`src/rtl/uart_rx_param_if.sv`:
```
// Received-word channel of uart_rx_param: data, parity flag and the valid/ready pair.
// A word moves when m_valid && m_ready at a rising clk edge; m_data/m_parity_err hold steady while m_valid waits for m_ready.
interface uart_rx_param_if #(
  parameter int DATA_BITS = 8
);
  logic [DATA_BITS-1:0] m_data;
  logic                 m_valid;
  logic                 m_ready;
  logic                 m_parity_err;

  modport master (output m_data, output m_valid, output m_parity_err, input m_ready);
  modport slave  (input m_data, input m_valid, input m_parity_err, output m_ready);
endinterface

```
`src/rtl/uart_rx_param.sv`:
```
// Parametrised UART receiver with input synchroniser, holding register and error flags.
// Optional break detection is enabled by defining UART_RX_BREAK_DETECT_EN.
module uart_rx_param #(
  parameter int CLKS_PER_BIT = 10416,
  parameter int DATA_BITS    = 8,
  parameter int PARITY_MODE  = 0,
  parameter int STOP_BITS    = 1
) (
  input  logic                clk,
  input  logic                rst,
  input  logic                rx,
  uart_rx_param_if.master     m,
  output logic                frame_err,
  output logic                overrun,
  output logic                busy,
  output logic                break_det,
  output logic [2:0]          dbg_state
);

  localparam int CW = $clog2(CLKS_PER_BIT);
  localparam int IW = 4;
  localparam logic [CW-1:0] HALF_TC = CW'(CLKS_PER_BIT / 2 - 1);
  localparam logic [CW-1:0] BIT_TC  = CW'(CLKS_PER_BIT - 1);

  typedef enum logic [2:0] {
    IDLE   = 3'd0,
    START  = 3'd1,
    DATA   = 3'd2,
    PARITY = 3'd3,
    STOP   = 3'd4,
    DONE   = 3'd5
`ifdef UART_RX_BREAK_DETECT_EN
    , BRK_WAIT = 3'd6
`endif
  } state_t;

  state_t               r_state, w_state_n;
  logic                 r_sync1, r_sync2;
  logic [CW-1:0]        r_cnt, w_cnt_n;
  logic [IW-1:0]        r_idx, w_idx_n;
  logic [DATA_BITS-1:0] r_shift, w_shift_n;
  logic                 r_perr_int, w_perr_int_n;
  logic                 r_ferr_int, w_ferr_int_n;
  logic [DATA_BITS-1:0] r_data, w_data_n;
  logic                 r_valid, w_valid_n;
  logic                 r_mperr, w_mperr_n;
  logic                 r_ferr_p, w_ferr_p_n;
  logic                 r_ovr_p, w_ovr_p_n;
  logic                 w_rx_s;
  logic                 w_par_exp;
`ifdef UART_RX_BREAK_DETECT_EN
  logic                 r_zero, w_zero_n;
  logic                 r_brk_p, w_brk_p_n;
`endif

  assign w_rx_s    = r_sync2;
  assign w_par_exp = (^r_shift) ^ (PARITY_MODE == 1);

  always_ff @(posedge clk or posedge rst) begin
    if (rst) begin
      r_sync1    <= 1'b1;
      r_sync2    <= 1'b1;
      r_state    <= IDLE;
      r_cnt      <= '0;
      r_idx      <= '0;
      r_shift    <= '0;
      r_perr_int <= 1'b0;
      r_ferr_int <= 1'b0;
      r_data     <= '0;
      r_valid    <= 1'b0;
      r_mperr    <= 1'b0;
      r_ferr_p   <= 1'b0;
      r_ovr_p    <= 1'b0;
`ifdef UART_RX_BREAK_DETECT_EN
      r_zero     <= 1'b0;
      r_brk_p    <= 1'b0;
`endif
    end else begin
      r_sync1    <= rx;
      r_sync2    <= r_sync1;
      r_state    <= w_state_n;
      r_cnt      <= w_cnt_n;
      r_idx      <= w_idx_n;
      r_shift    <= w_shift_n;
      r_perr_int <= w_perr_int_n;
      r_ferr_int <= w_ferr_int_n;
      r_data     <= w_data_n;
      r_valid    <= w_valid_n;
      r_mperr    <= w_mperr_n;
      r_ferr_p   <= w_ferr_p_n;
      r_ovr_p    <= w_ovr_p_n;
`ifdef UART_RX_BREAK_DETECT_EN
      r_zero     <= w_zero_n;
      r_brk_p    <= w_brk_p_n;
`endif
    end
  end

  always_comb begin
    w_state_n    = r_state;
    w_cnt_n      = r_cnt;
    w_idx_n      = r_idx;
    w_shift_n    = r_shift;
    w_perr_int_n = r_perr_int;
    w_ferr_int_n = r_ferr_int;
    w_data_n     = r_data;
    w_valid_n    = r_valid && !m.m_ready;
    w_mperr_n    = r_mperr;
    w_ferr_p_n   = 1'b0;
    w_ovr_p_n    = 1'b0;
`ifdef UART_RX_BREAK_DETECT_EN
    w_zero_n     = r_zero;
    w_brk_p_n    = 1'b0;
`endif
    case (r_state)
      IDLE: begin
        w_cnt_n = '0;
        w_idx_n = '0;
        if (!w_rx_s) begin
          w_state_n    = START;
          w_perr_int_n = 1'b0;
          w_ferr_int_n = 1'b0;
`ifdef UART_RX_BREAK_DETECT_EN
          w_zero_n     = 1'b1;
`endif
        end
      end
      START: begin
        if (r_cnt == HALF_TC) begin
          w_cnt_n   = '0;
          w_state_n = w_rx_s ? IDLE : DATA;
        end else begin
          w_cnt_n = r_cnt + CW'(1);
        end
      end
      DATA: begin
        if (r_cnt == BIT_TC) begin
          // LSB arrives first, so shifting in from the top leaves it at bit 0.
          w_shift_n = {w_rx_s, r_shift[DATA_BITS-1:1]};
          w_cnt_n   = '0;
`ifdef UART_RX_BREAK_DETECT_EN
          w_zero_n  = r_zero && !w_rx_s;
`endif
          if (r_idx == IW'(DATA_BITS - 1)) begin
            w_idx_n   = '0;
            w_state_n = (PARITY_MODE != 0) ? PARITY : STOP;
          end else begin
            w_idx_n = r_idx + IW'(1);
          end
        end else begin
          w_cnt_n = r_cnt + CW'(1);
        end
      end
      PARITY: begin
        if (r_cnt == BIT_TC) begin
          w_perr_int_n = (w_rx_s != w_par_exp);
          w_cnt_n      = '0;
          w_state_n    = STOP;
`ifdef UART_RX_BREAK_DETECT_EN
          w_zero_n     = r_zero && !w_rx_s;
`endif
        end else begin
          w_cnt_n = r_cnt + CW'(1);
        end
      end
      STOP: begin
        if (r_cnt == BIT_TC) begin
          w_cnt_n = '0;
          if (!w_rx_s) w_ferr_int_n = 1'b1;
`ifdef UART_RX_BREAK_DETECT_EN
          w_zero_n = r_zero && !w_rx_s;
`endif
          if (r_idx == IW'(STOP_BITS - 1)) begin
            w_idx_n   = '0;
            w_state_n = DONE;
          end else begin
            w_idx_n = r_idx + IW'(1);
          end
        end else begin
          w_cnt_n = r_cnt + CW'(1);
        end
      end
      DONE: begin
        w_state_n = IDLE;
`ifdef UART_RX_BREAK_DETECT_EN
        if (r_zero) begin
          w_brk_p_n = 1'b1;
          w_state_n = BRK_WAIT;
        end else
`endif
        if (r_ferr_int) begin
          w_ferr_p_n = 1'b1;
        end else if (r_valid && !m.m_ready) begin
          w_ovr_p_n = 1'b1;
        end else begin
          w_data_n  = r_shift;
          w_mperr_n = r_perr_int;
          w_valid_n = 1'b1;
        end
      end
`ifdef UART_RX_BREAK_DETECT_EN
      BRK_WAIT: begin
        if (w_rx_s) w_state_n = IDLE;
      end
`endif
      default: w_state_n = IDLE;
    endcase
  end

  assign m.m_data       = r_data;
  assign m.m_valid      = r_valid;
  assign m.m_parity_err = r_mperr;
  assign frame_err      = r_ferr_p;
  assign overrun        = r_ovr_p;
  assign busy           = (r_state != IDLE);
  assign dbg_state      = r_state;
`ifdef UART_RX_BREAK_DETECT_EN
  assign break_det      = r_brk_p;
`else
  assign break_det      = 1'b0;
`endif

endmodule

```
`src/flat_wrapper.sv`:
```
// flat-port wrapper written by rule: the top's interface ports become plain ports
module uart_rx_param_flat 
#(
  parameter int CLKS_PER_BIT = 10416,
  parameter int DATA_BITS    = 8,
  parameter int PARITY_MODE  = 0,
  parameter int STOP_BITS    = 1
)
  (clk, rst, rx, frame_err, overrun, busy, break_det, dbg_state, m_m_data, m_m_valid, m_m_parity_err, m_m_ready);
  uart_rx_param_if #(.DATA_BITS(DATA_BITS)) m_i ();
  input  logic clk;
  input  logic rst;
  input  logic rx;
  output logic frame_err;
  output logic overrun;
  output logic busy;
  output logic break_det;
  output logic [2:0] dbg_state;
  output wire logic [$bits(m_i.m_data)-1:0] m_m_data;
  output wire logic [$bits(m_i.m_valid)-1:0] m_m_valid;
  output wire logic [$bits(m_i.m_parity_err)-1:0] m_m_parity_err;
  input wire logic [$bits(m_i.m_ready)-1:0] m_m_ready;
  assign m_m_data = m_i.m_data;
  assign m_m_valid = m_i.m_valid;
  assign m_m_parity_err = m_i.m_parity_err;
  assign m_i.m_ready = m_m_ready;
  uart_rx_param #(.CLKS_PER_BIT(CLKS_PER_BIT), .DATA_BITS(DATA_BITS), .PARITY_MODE(PARITY_MODE), .STOP_BITS(STOP_BITS)) u_core (.clk(clk), .rst(rst), .rx(rx), .m(m_i), .frame_err(frame_err), .overrun(overrun), .busy(busy), .break_det(break_det), .dbg_state(dbg_state));
endmodule
```
`config.mk`:
```
export PLATFORM = sky130hd
export DESIGN_NAME = uart_rx_param_flat
export DESIGN_NICKNAME = d
export VERILOG_FILES = /design/src/rtl/uart_rx_param_if.sv /design/src/rtl/uart_rx_param.sv /design/src/flat_wrapper.sv
export SDC_FILE = /design/constraint.sdc
export NUM_CORES = 1
export LEC_CHECK = 0
export CAP_MARGIN = 20
export CELL_PAD_IN_SITES_DETAIL_PLACEMENT = 0
export CELL_PAD_IN_SITES_GLOBAL_PLACEMENT = 2
export CORE_MARGIN = 8
export CORE_UTILIZATION = 33
export DETAILED_ROUTE_END_ITERATION = 16
export MAX_ROUTING_LAYER = met4
export PLACE_DENSITY = 0.74
export SYNTH_ARGS = -nofsm -noshare
export SYNTH_HDL_FRONTEND = slang
export SYNTH_SLANG_ARGS = --single-unit
```
`constraint.sdc`:
```
create_clock -name clk -period 2 [get_ports clk]
set_clock_uncertainty 0.05 [all_clocks]
set_input_delay 0.4 -clock clk [delete_from_list [all_inputs] [get_ports clk]]
set_output_delay 0.4 -clock clk [all_outputs]
set_load 0.05 [all_outputs]
```
# Word-level counts from Yosys, hierarchy flattened
# Index checks and enable logic that the tools add are counted.
[classes] bitwise=2 add_sub_neg=2 mux=30 reduce_logical=17 order_cmp=0 multipliers=0 eq_ne=17 shifts=0 div_mod_pow=0
[op_table] op="one-hot mux 14 bit (3 select lines)" count=1
[op_table] op="two-way mux 14 bit" count=2
[op_table] op="two-way mux 3 bit" count=7
[op_table] op="two-way mux 4 bit" count=4
[op_table] op="one-hot mux 3 bit (5 select lines)" count=1
[op_table] op="adder 14 x 1 -> 14 bit, second input constant" count=1
[op_table] op="equality test 14 x 13 -> 1 bit, second input constant" count=1
[op_table] op="equality test 14 bit, second input constant" count=1
[op_table] op="inequality test 2 x 1 -> 1 bit, second input constant" count=6
[op_table] op="one-hot mux 4 bit (3 select lines)" count=1
[op_table] op="two-way mux 1 bit" count=11
[op_table] op="AND reduction 3 bit" count=3
[op_table] op="nonzero test 3 bit" count=3
[op_table] op="XOR reduction 8 bit" count=1
[op_table] op="AND reduction 7 bit" count=1
[op_table] op="equality test 3 x 2 -> 1 bit, second input constant" count=2
[op_table] op="equality test 3 bit, second input constant" count=2
[op_table] op="adder 4 x 1 -> 4 bit, second input constant" count=1
[op_table] op="equality test 4 x 3 -> 1 bit, second input constant" count=1
[op_table] op="logical NOT 4 bit" count=1
[op_table] op="inequality test 2 bit, second input constant" count=2
[op_table] op="one-hot mux 1 bit (2 select lines)" count=2
[op_table] op="AND reduction 4 bit" count=1
[op_table] op="nonzero test 2 bit" count=2
[op_table] op="other kinds (9)" count=10
[totals] mem_count=0 ram_bits=0 ff_bits=45 in_bits=4 mem_bits_ro=0 latchBits=0 out_inout_bits=17 word_cells=81

# Longest topological paths before layout
# Gate-level depths: netlist (run 1).
[depth] word_depth=5 depth_mapped=8 depth_no_buf=7

# Worst setup path before layout (run 1)
# Ideal clock, no wire load.
[synth_timing] path_type="register to register" startpoint="register u_core.r_state[2] (netlist: u_core.dbg_state[2])" endpoint="register u_core.r_state[0] (netlist: u_core.dbg_state[0])" period_less_slack_ns=1.957 t_arrival_ns=1.779 setup_ns=0.128 path_stages_with_launch=7 path_buffers=1 slack_ns=0.043 required_time_ns=1.822 cell_sequence="dfrtp_1 > buf_2 > inv_1 > nand2_1 > a311oi_4 > nor3_2 > mux2_1"
[synth_between] elab_chain_cells=3 word_cells_on_any_way=14 cone_classes="11 x eq/ne; 1 x mux; 2 x reduce/logical"
[synth_lines] element="start: declaration" line="uart_rx_param.sv:37" text="state_t r_state, w_state_n;"
[synth_lines] element="start signal: assignment" line="uart_rx_param.sv:81" text="r_state <= w_state_n;"
[synth_lines] element="equality test 3 bit, or another cell as far along" line="uart_rx_param.sv:115" text="case (r_state)"
[synth_lines] element="inequality test 2 x 1 -> 1 bit (no line) / inequality test 2 bit (equally long branches)"
[synth_lines] element="AND reduction 7 bit (no line)"
# Parallel ways exist; a longest one is shown, timed or not.
# A chain may end at the register's enable or synchronous reset.

# Worst setup path after layout (run 1)
[layout_timing] startpoint="register u_core.r_valid (netlist: u_core.m.m_valid)" endpoint="output port m_m_valid"
[layout_lines] element="start: declaration" line="uart_rx_param.sv:45" text="logic r_valid, w_valid_n;"
[layout_lines] element="start signal: assignment" line="uart_rx_param.sv:88" text="r_valid <= w_valid_n;"
[layout_lines] element="end: declaration" line="flat_wrapper.sv:20" text="output wire logic [$bits(m_i.m_valid)-1:0] m_m_valid;"
# No word-level cell between the ends.

==> metrics, run 1 <==
Final Hold Fails=0; Flop pwr share=59.4%; CP endpoint kind=output pin; #FFs+latches synth=45; Core Box Area=0.00710 mm2; final net count=282; crit path time final=1910 ps; Final ANT Viol Nets=0; initial antenna violation count=0; hold depth=0; Initial Util=33.5%; P_sw=0.361 mW; proportion of layout cells with a drive suffix above 1=23.6%; Rel. slew slack=66.6%; maximum clock path buffer count=2; # fillers=700; Commonest cells post-synth=43 x dfrtp_1, 25 x nand2_1, 18 x mux2_2; clk slew on worst S/H paths=90 ps; distinct cell type count after synthesis=46; Vias/cell=4.75; max-slew violations=0; RSZ-0062 raised after global routing=false; Area after DPL=0.00286 mm2; htree depth=2; Crit path buffers/inverters=1; Synth top area share=45.3%; worst setup path category=flop to output pin; FF-to-FF path depth=6; hpwl dp=3.68 mm; largest area contributor in the synthesized netlist=dfrtp_1; Sw Share=23.4%; setup violators final=0; GRT overflow=0; async set or reset register ratio after synthesis=100%; Root Buffer=clkbuf_8; status=finished, final reports clean; power density cells=521 mW/mm2; row cnt=31; WHS Endpoint=u_core.r_sync2; max-cap viol count=0; main area contributors after synthesis=dfrtp_1 45%, mux2_2 8.5%, nand2_1 3.9%; CP startpoint kind=flop; PnR worst setup slack=89.6 ps; ANT cells=0; FF-to-FF Start=u_core.r_cnt[0]; Die X=101 um; slowest stage cell, crit path=clkdlybuf4s50_1; drt pass-1 iters=4; Hold Buf Count CTS=0; Internal=1.18 mW; Routed WL=4.96 mm; Worst EP arrival=1460 ps; maximum VDD drop=0.000257 V; Final period util=95.5%; setup TNS=0 ps; syn avg cell area=10.2 um2; FF+latch area=0.00113 mm2; top_reg_cell synth=dfrtp_1; hold wc startpoint=u_core.r_sync1; post-synthesis sequential area ratio=47.5%; Placed Cells=367; yosys warns=0; worst-path cell chain=clkdlybuf4s50_1; IO Port Bufs=19; clock sinks=45; gr usage total=11.1%; Tightest Hold Check Type=flop to flop; setup slack at placement=123 ps; Post-synth EDFFs=0; critical path's top delay family=buffers and inverters; Crit Reg-Reg Endpoint=u_core.dbg_state[1]; Post-Syn Area=0.00238 mm2; worst-path maximum fanout=2; Top Ports=21; pin count of the biggest net entering global routing=46; most frequent cell after synthesis=dfrtp_1; die height=101 um; crit-path max cell delay=810 ps; area of the multi-input gates=0.00115 mm2; drt drc=0; post-route cell area=0.00296 mm2; syn nets=241; share of total power in combinational logic=2.4%; FMAX=523 MHz; Worst EP required=1550 ps; Area Overhead vs Synth=24.4%; Leakage=1.34 nW; CTS tree=yes; routed len/inst=13.2 um; GPL Wtd Cong=0.730; Skew-Pair Late Insertion Delay=300 ps; cts bufs inserted=5; Worst Tran Pin Value=499 ps; Vias=1,782; Tot Pwr=1.54 mW; Synth Instances=234; vias in the first global route=1,815; Starting DRT DRC Count=83; die area=0.0102 mm2; first-pass GRT wire length=8.69 mm; non-filler cells, final=375; r2r setup slk=150 ps; Clk pwr share=38.3%
-- how the worst max path moves through the flow --
stage                                   start                  end  cells after the start
final                        u_core.m.m_valid            m_m_valid                      1
after CTS                  u_core.m.m_data[5]          m_m_data[5]                      1
after floorplan           u_core.dbg_state[2]  u_core.dbg_state[0]                      6
after global placement        u_core.r_cnt[0]      u_core.r_idx[0]                      6
after detailed placement      u_core.r_cnt[0]      u_core.r_cnt[9]                      7
after global routing          u_core.r_cnt[0]  u_core.dbg_state[0]                      6
-- cells in the final DEF, fill, tap and decap left out, types with 3 or more instances in the layout --
| master | instances |
|---|---|
| and3_1 | 5 |
| nor2b_1 | 4 |
| nor2_1 | 11 |
| dfrtp_1 | 42 |
| mux2_2 | 18 |
| a21oi_1 | 8 |
| nand4_1 | 3 |
| clkbuf_8 | 5 |
| xnor2_1 | 8 |
| o31ai_1 | 3 |
| ha_1 | 3 |
| o22ai_1 | 8 |
| clkdlybuf4s50_1 | 15 |
| nand2b_1 | 7 |
| o21ai_0 | 10 |
| nand3b_1 | 3 |
| and2_1 | 4 |
| inv_1 | 11 |
| nor3_1 | 10 |
| buf_12 | 4 |
| nand3_1 | 6 |
| nand2_1 | 25 |
| buf_4 | 25 |
-- state kept, by name (all words and copies together) (netlist names), 3 cells and up --
| signal | cells |
|---|---|
| u_core.dbg_state | 3 |
| u_core.m.m_data | 8 |
| u_core.r_cnt | 14 |
| u_core.r_idx | 4 |
| u_core.r_shift | 8 |
-- metal layers --
layer	global-route usage (%)	share of wire [%]	vias to the layer above
met4	3.84	1.1	0
met5	-	0	-
met2	17.4	47	23
li1	-	-	900
met3	2.49	3.5	6
met1	13.8	48	853
-- power by group through the flow --
stage	Sequential (mW)	Combinational [mW]	Clock, mW
2_1_floorplan	0.932	0.0227	0
3_3_place_gp	0.933	0.0386	0
3_5_place_dp	0.933	0.0386	0
4_1_cts	0.915	0.0386	0.624
5_1_grt	0.915	0.0420	0.659
6_report	0.915	0.0365	0.590
-- kinds of logic after synthesis --
logic type,synth area share (%)
other,0.158
xor gates and xnor gates,3.68
adders and majority gates,1.58
and+or+nand+nor,20.4
muxes,9.47
AOI/OAI and AO/OA,12.8
buffers and inverters,4.37
DFF,47.5
-- cell type report --
class                   instances  area share (%)
clock buffers                   5            2.33
clock inverters                 3           0.846
inverters                      12            1.52
multi-input cells             167            38.8
flip-flops and latches         45            38.2
well taps                      99            4.19
repair buffers                 44            14.1
-- timing repair --
action | CTS | global route
setup endpoints to repair | 0 | 4
setup buffers | 0 | 0
endpoints found under the hold margin | 0 | 0
gates resized for setup | 0 | 2
-- metrics by stage --
stage	util (%)	hold WS (ps)
after floorplan	-	295
after global placement	40.3	296
after detailed placement	40.3	298
after CTS	41.6	305
after global routing	41.7	313
final	41.7	304
Note: power is estimated with default switching activity, not from simulation.
==> run 2: changes to the inputs <==
Settings changed: CORE_MARGIN 8 to unset, SLEW_MARGIN set to 20.
==> run 2 against run 1 <==
Sequential share of layout area decreased by 0.11 points. Global-route usage increased by 3.8 points. Sequential power about the same. Non-clock buffer count unchanged. Fmax about the same. Register-to-register slack about the same. Combinational power about the same. Critical path depth unchanged. Die area decreased by 26%. Largest power group unchanged.
==> metrics, run 2 (synthesized netlist as in run 1, its figures left out) <==
status=finished, final reports clean (unchanged); Tightest Hold Check Type=flop to flop (unchanged); Area after DPL=0.00284 mm2 (was 0.00286 mm2); max-cap viol count=0 (unchanged); htree depth=2 (unchanged); drt drc=0 (unchanged); Worst EP arrival=1460 ps (about the same); setup slack at placement=82.5 ps (was 123 ps); vias in the first global route=1,736 (was 1,815); gr usage total=14.9% (was 11.1%); number of flip-flops in the largest register=14 (unchanged); CP startpoint kind=flop (unchanged); GRT overflow=0 (unchanged); cts bufs inserted=5 (unchanged); clock sinks=45 (unchanged); CP endpoint kind=output pin (unchanged); non-filler cells, final=372 (was 375); Top Ports=21 (unchanged); register name with the most flops=u_core.r_cnt (unchanged); Sw Share=20.9% (was 23.4%); CTS tree=yes (unchanged); post-route cell area=0.00296 mm2 (about the same); worst-path maximum fanout=2 (unchanged); clk slew on worst S/H paths=90 ps (about the same); Worst Tran Pin Value=529 ps (was 499 ps); Rel. slew slack=64.4% (was 66.6%); Internal=1.30 mW (was 1.18 mW); Root Buffer=clkbuf_8 (unchanged); row cnt=30 (was 31); # fillers=677 (was 700); commonest non-fill, non-tap cell in the layout=dfrtp_1 (unchanged); crit path time final=1910 ps (about the same); pin count of the biggest net entering global routing=35 (was 46); die height=86.9 um (was 101 um); FMAX=524 MHz (was 523 MHz); routed len/inst=13.3 um (was 13.2 um); worst-path cell chain=clkdlybuf4s50_1 (unchanged); Clk pwr share=42.1% (was 38.3%); PnR worst setup slack=90.9 ps (was 89.6 ps); Final period util=95.5% (about the same); maximum clock path buffer count=2 (unchanged); P_sw=0.343 mW (was 0.361 mW); Area Overhead vs Synth=24.6% (was 24.4%); slowest stage cell, crit path=clkdlybuf4s50_1 (unchanged); commonest non-fill, non-tap cells in the layout=43 x dfrtp_1, 26 x buf_4, 25 x nand2_1 (was 42 x dfrtp_1, 25 x nand2_1, 25 x buf_4); worst setup path category=flop to output pin (unchanged); RSZ-0062 raised after global routing=false (unchanged); final net count=282 (unchanged); Die X=86.9 um (was 101 um); hpwl dp=3.72 mm (was 3.68 mm); Hold Buf Count CTS=0 (unchanged); Initial Util=34.6% (was 33.5%); Vias/cell=4.76 (was 4.75); Flop pwr share=55.7% (was 59.4%); GPL Wtd Cong=0.704 (was 0.730); setup TNS=0 ps (unchanged); IO Port Bufs=19 (unchanged); Skew-Pair Late Insertion Delay=300 ps (about the same); Placed Cells=364 (was 367); setup violators final=0 (unchanged); Starting DRT DRC Count=49 (was 83); Tot Pwr=1.64 mW (was 1.54 mW); Core Box Area=0.00687 mm2 (was 0.00710 mm2); Final Hold Fails=0 (unchanged); Final ANT Viol Nets=0 (unchanged); power density cells=555 mW/mm2 (was 521 mW/mm2); first-pass GRT wire length=8.40 mm (was 8.69 mm); Leakage=1.35 nW (was 1.34 nW); maximum VDD drop=0.000314 V (was 0.000257 V); critical path's top delay family=buffers and inverters (unchanged); crit-path max cell delay=800 ps (was 810 ps); Worst EP required=1550 ps (about the same); initial antenna violation count=0 (unchanged); Vias=1,770 (was 1,782); Routed WL=4.95 mm (was 4.96 mm); die area=0.00755 mm2 (was 0.0102 mm2); drt pass-1 iters=4 (unchanged); share of total power in combinational logic=2.2% (was 2.4%); proportion of layout cells with a drive suffix above 1=23.6% (unchanged); max-slew violations=0 (unchanged); Crit path buffers/inverters=1 (unchanged); ANT cells=0 (unchanged)
## run 2: worst paths after layout
path	from	endpoint	slack, ps	cells past startpoint
setup / recovery	u_core.m.m_data[1]	m_m_data[1]	90	1
hold / removal	u_core.r_sync1	u_core.r_sync2	300	0
setup reg to reg	u_core.r_cnt[1]	u_core.r_cnt[12]	140	7
hold reg to reg	u_core.r_sync1	u_core.r_sync2	300	0
max in group asynchronous	rst	u_core.r_sync1	1040	3
min in group asynchronous	rst	u_core.r_cnt[13]	310	2
## run 2: final cells by class
class	instances	area, um2	area share [%]
Clock inverter	2	38.8	1.31
Tap cell	96	120	4.05
Sequential cell	45	1130	38.1
Multi-Input combinational cell	167	1150	38.9
Clock buffer	6	72.6	2.45
Timing Repair Buffer	44	405	13.7
Inverter	12	45.0	1.52
## run 2: what timing repair did
| item | in CTS | in global routing |
|---|---|---|
| buffers inserted | 0 | 0 |
| resized for setup | 1 | 2 |
| endpoints found under the setup margin | 1 | 4 |
| pin swaps | 0 | 0 |
| cloned | 0 | 0 |
## run 2: per-layer routing
layer | routed length (um) | track usage, % | up-vias | share of wire [%]
met2 | 2380 | 24.3 | 25 | 48
li1 | - | - | 907 | -
met3 | 150 | 3.03 | 5 | 3.0
met4 | 36 | 3.64 | 0 | 0.73
met1 | 2380 | 19.0 | 833 | 48
met5 | 0 | - | - | 0
## run 2: through the flow
step | hold slack (ps) | utilization, %
floorplan | 295 | -
global placement | 296 | 41.4
detailed placement | 299 | 41.4
CTS | 302 | 43.1
global route | 313 | 43.1
finish | 301 | 43.1
## run 2: power by group through the flow
stage	Clock [mW]	Sequential, mW	Combinational [mW]
6_report	0.692	0.915	0.0368
4_1_cts	0.716	0.915	0.0391
3_5_place_dp	0	0.933	0.0390
2_1_floorplan	0	0.932	0.0227
3_3_place_gp	0	0.933	0.0389
5_1_grt	0.754	0.915	0.0418
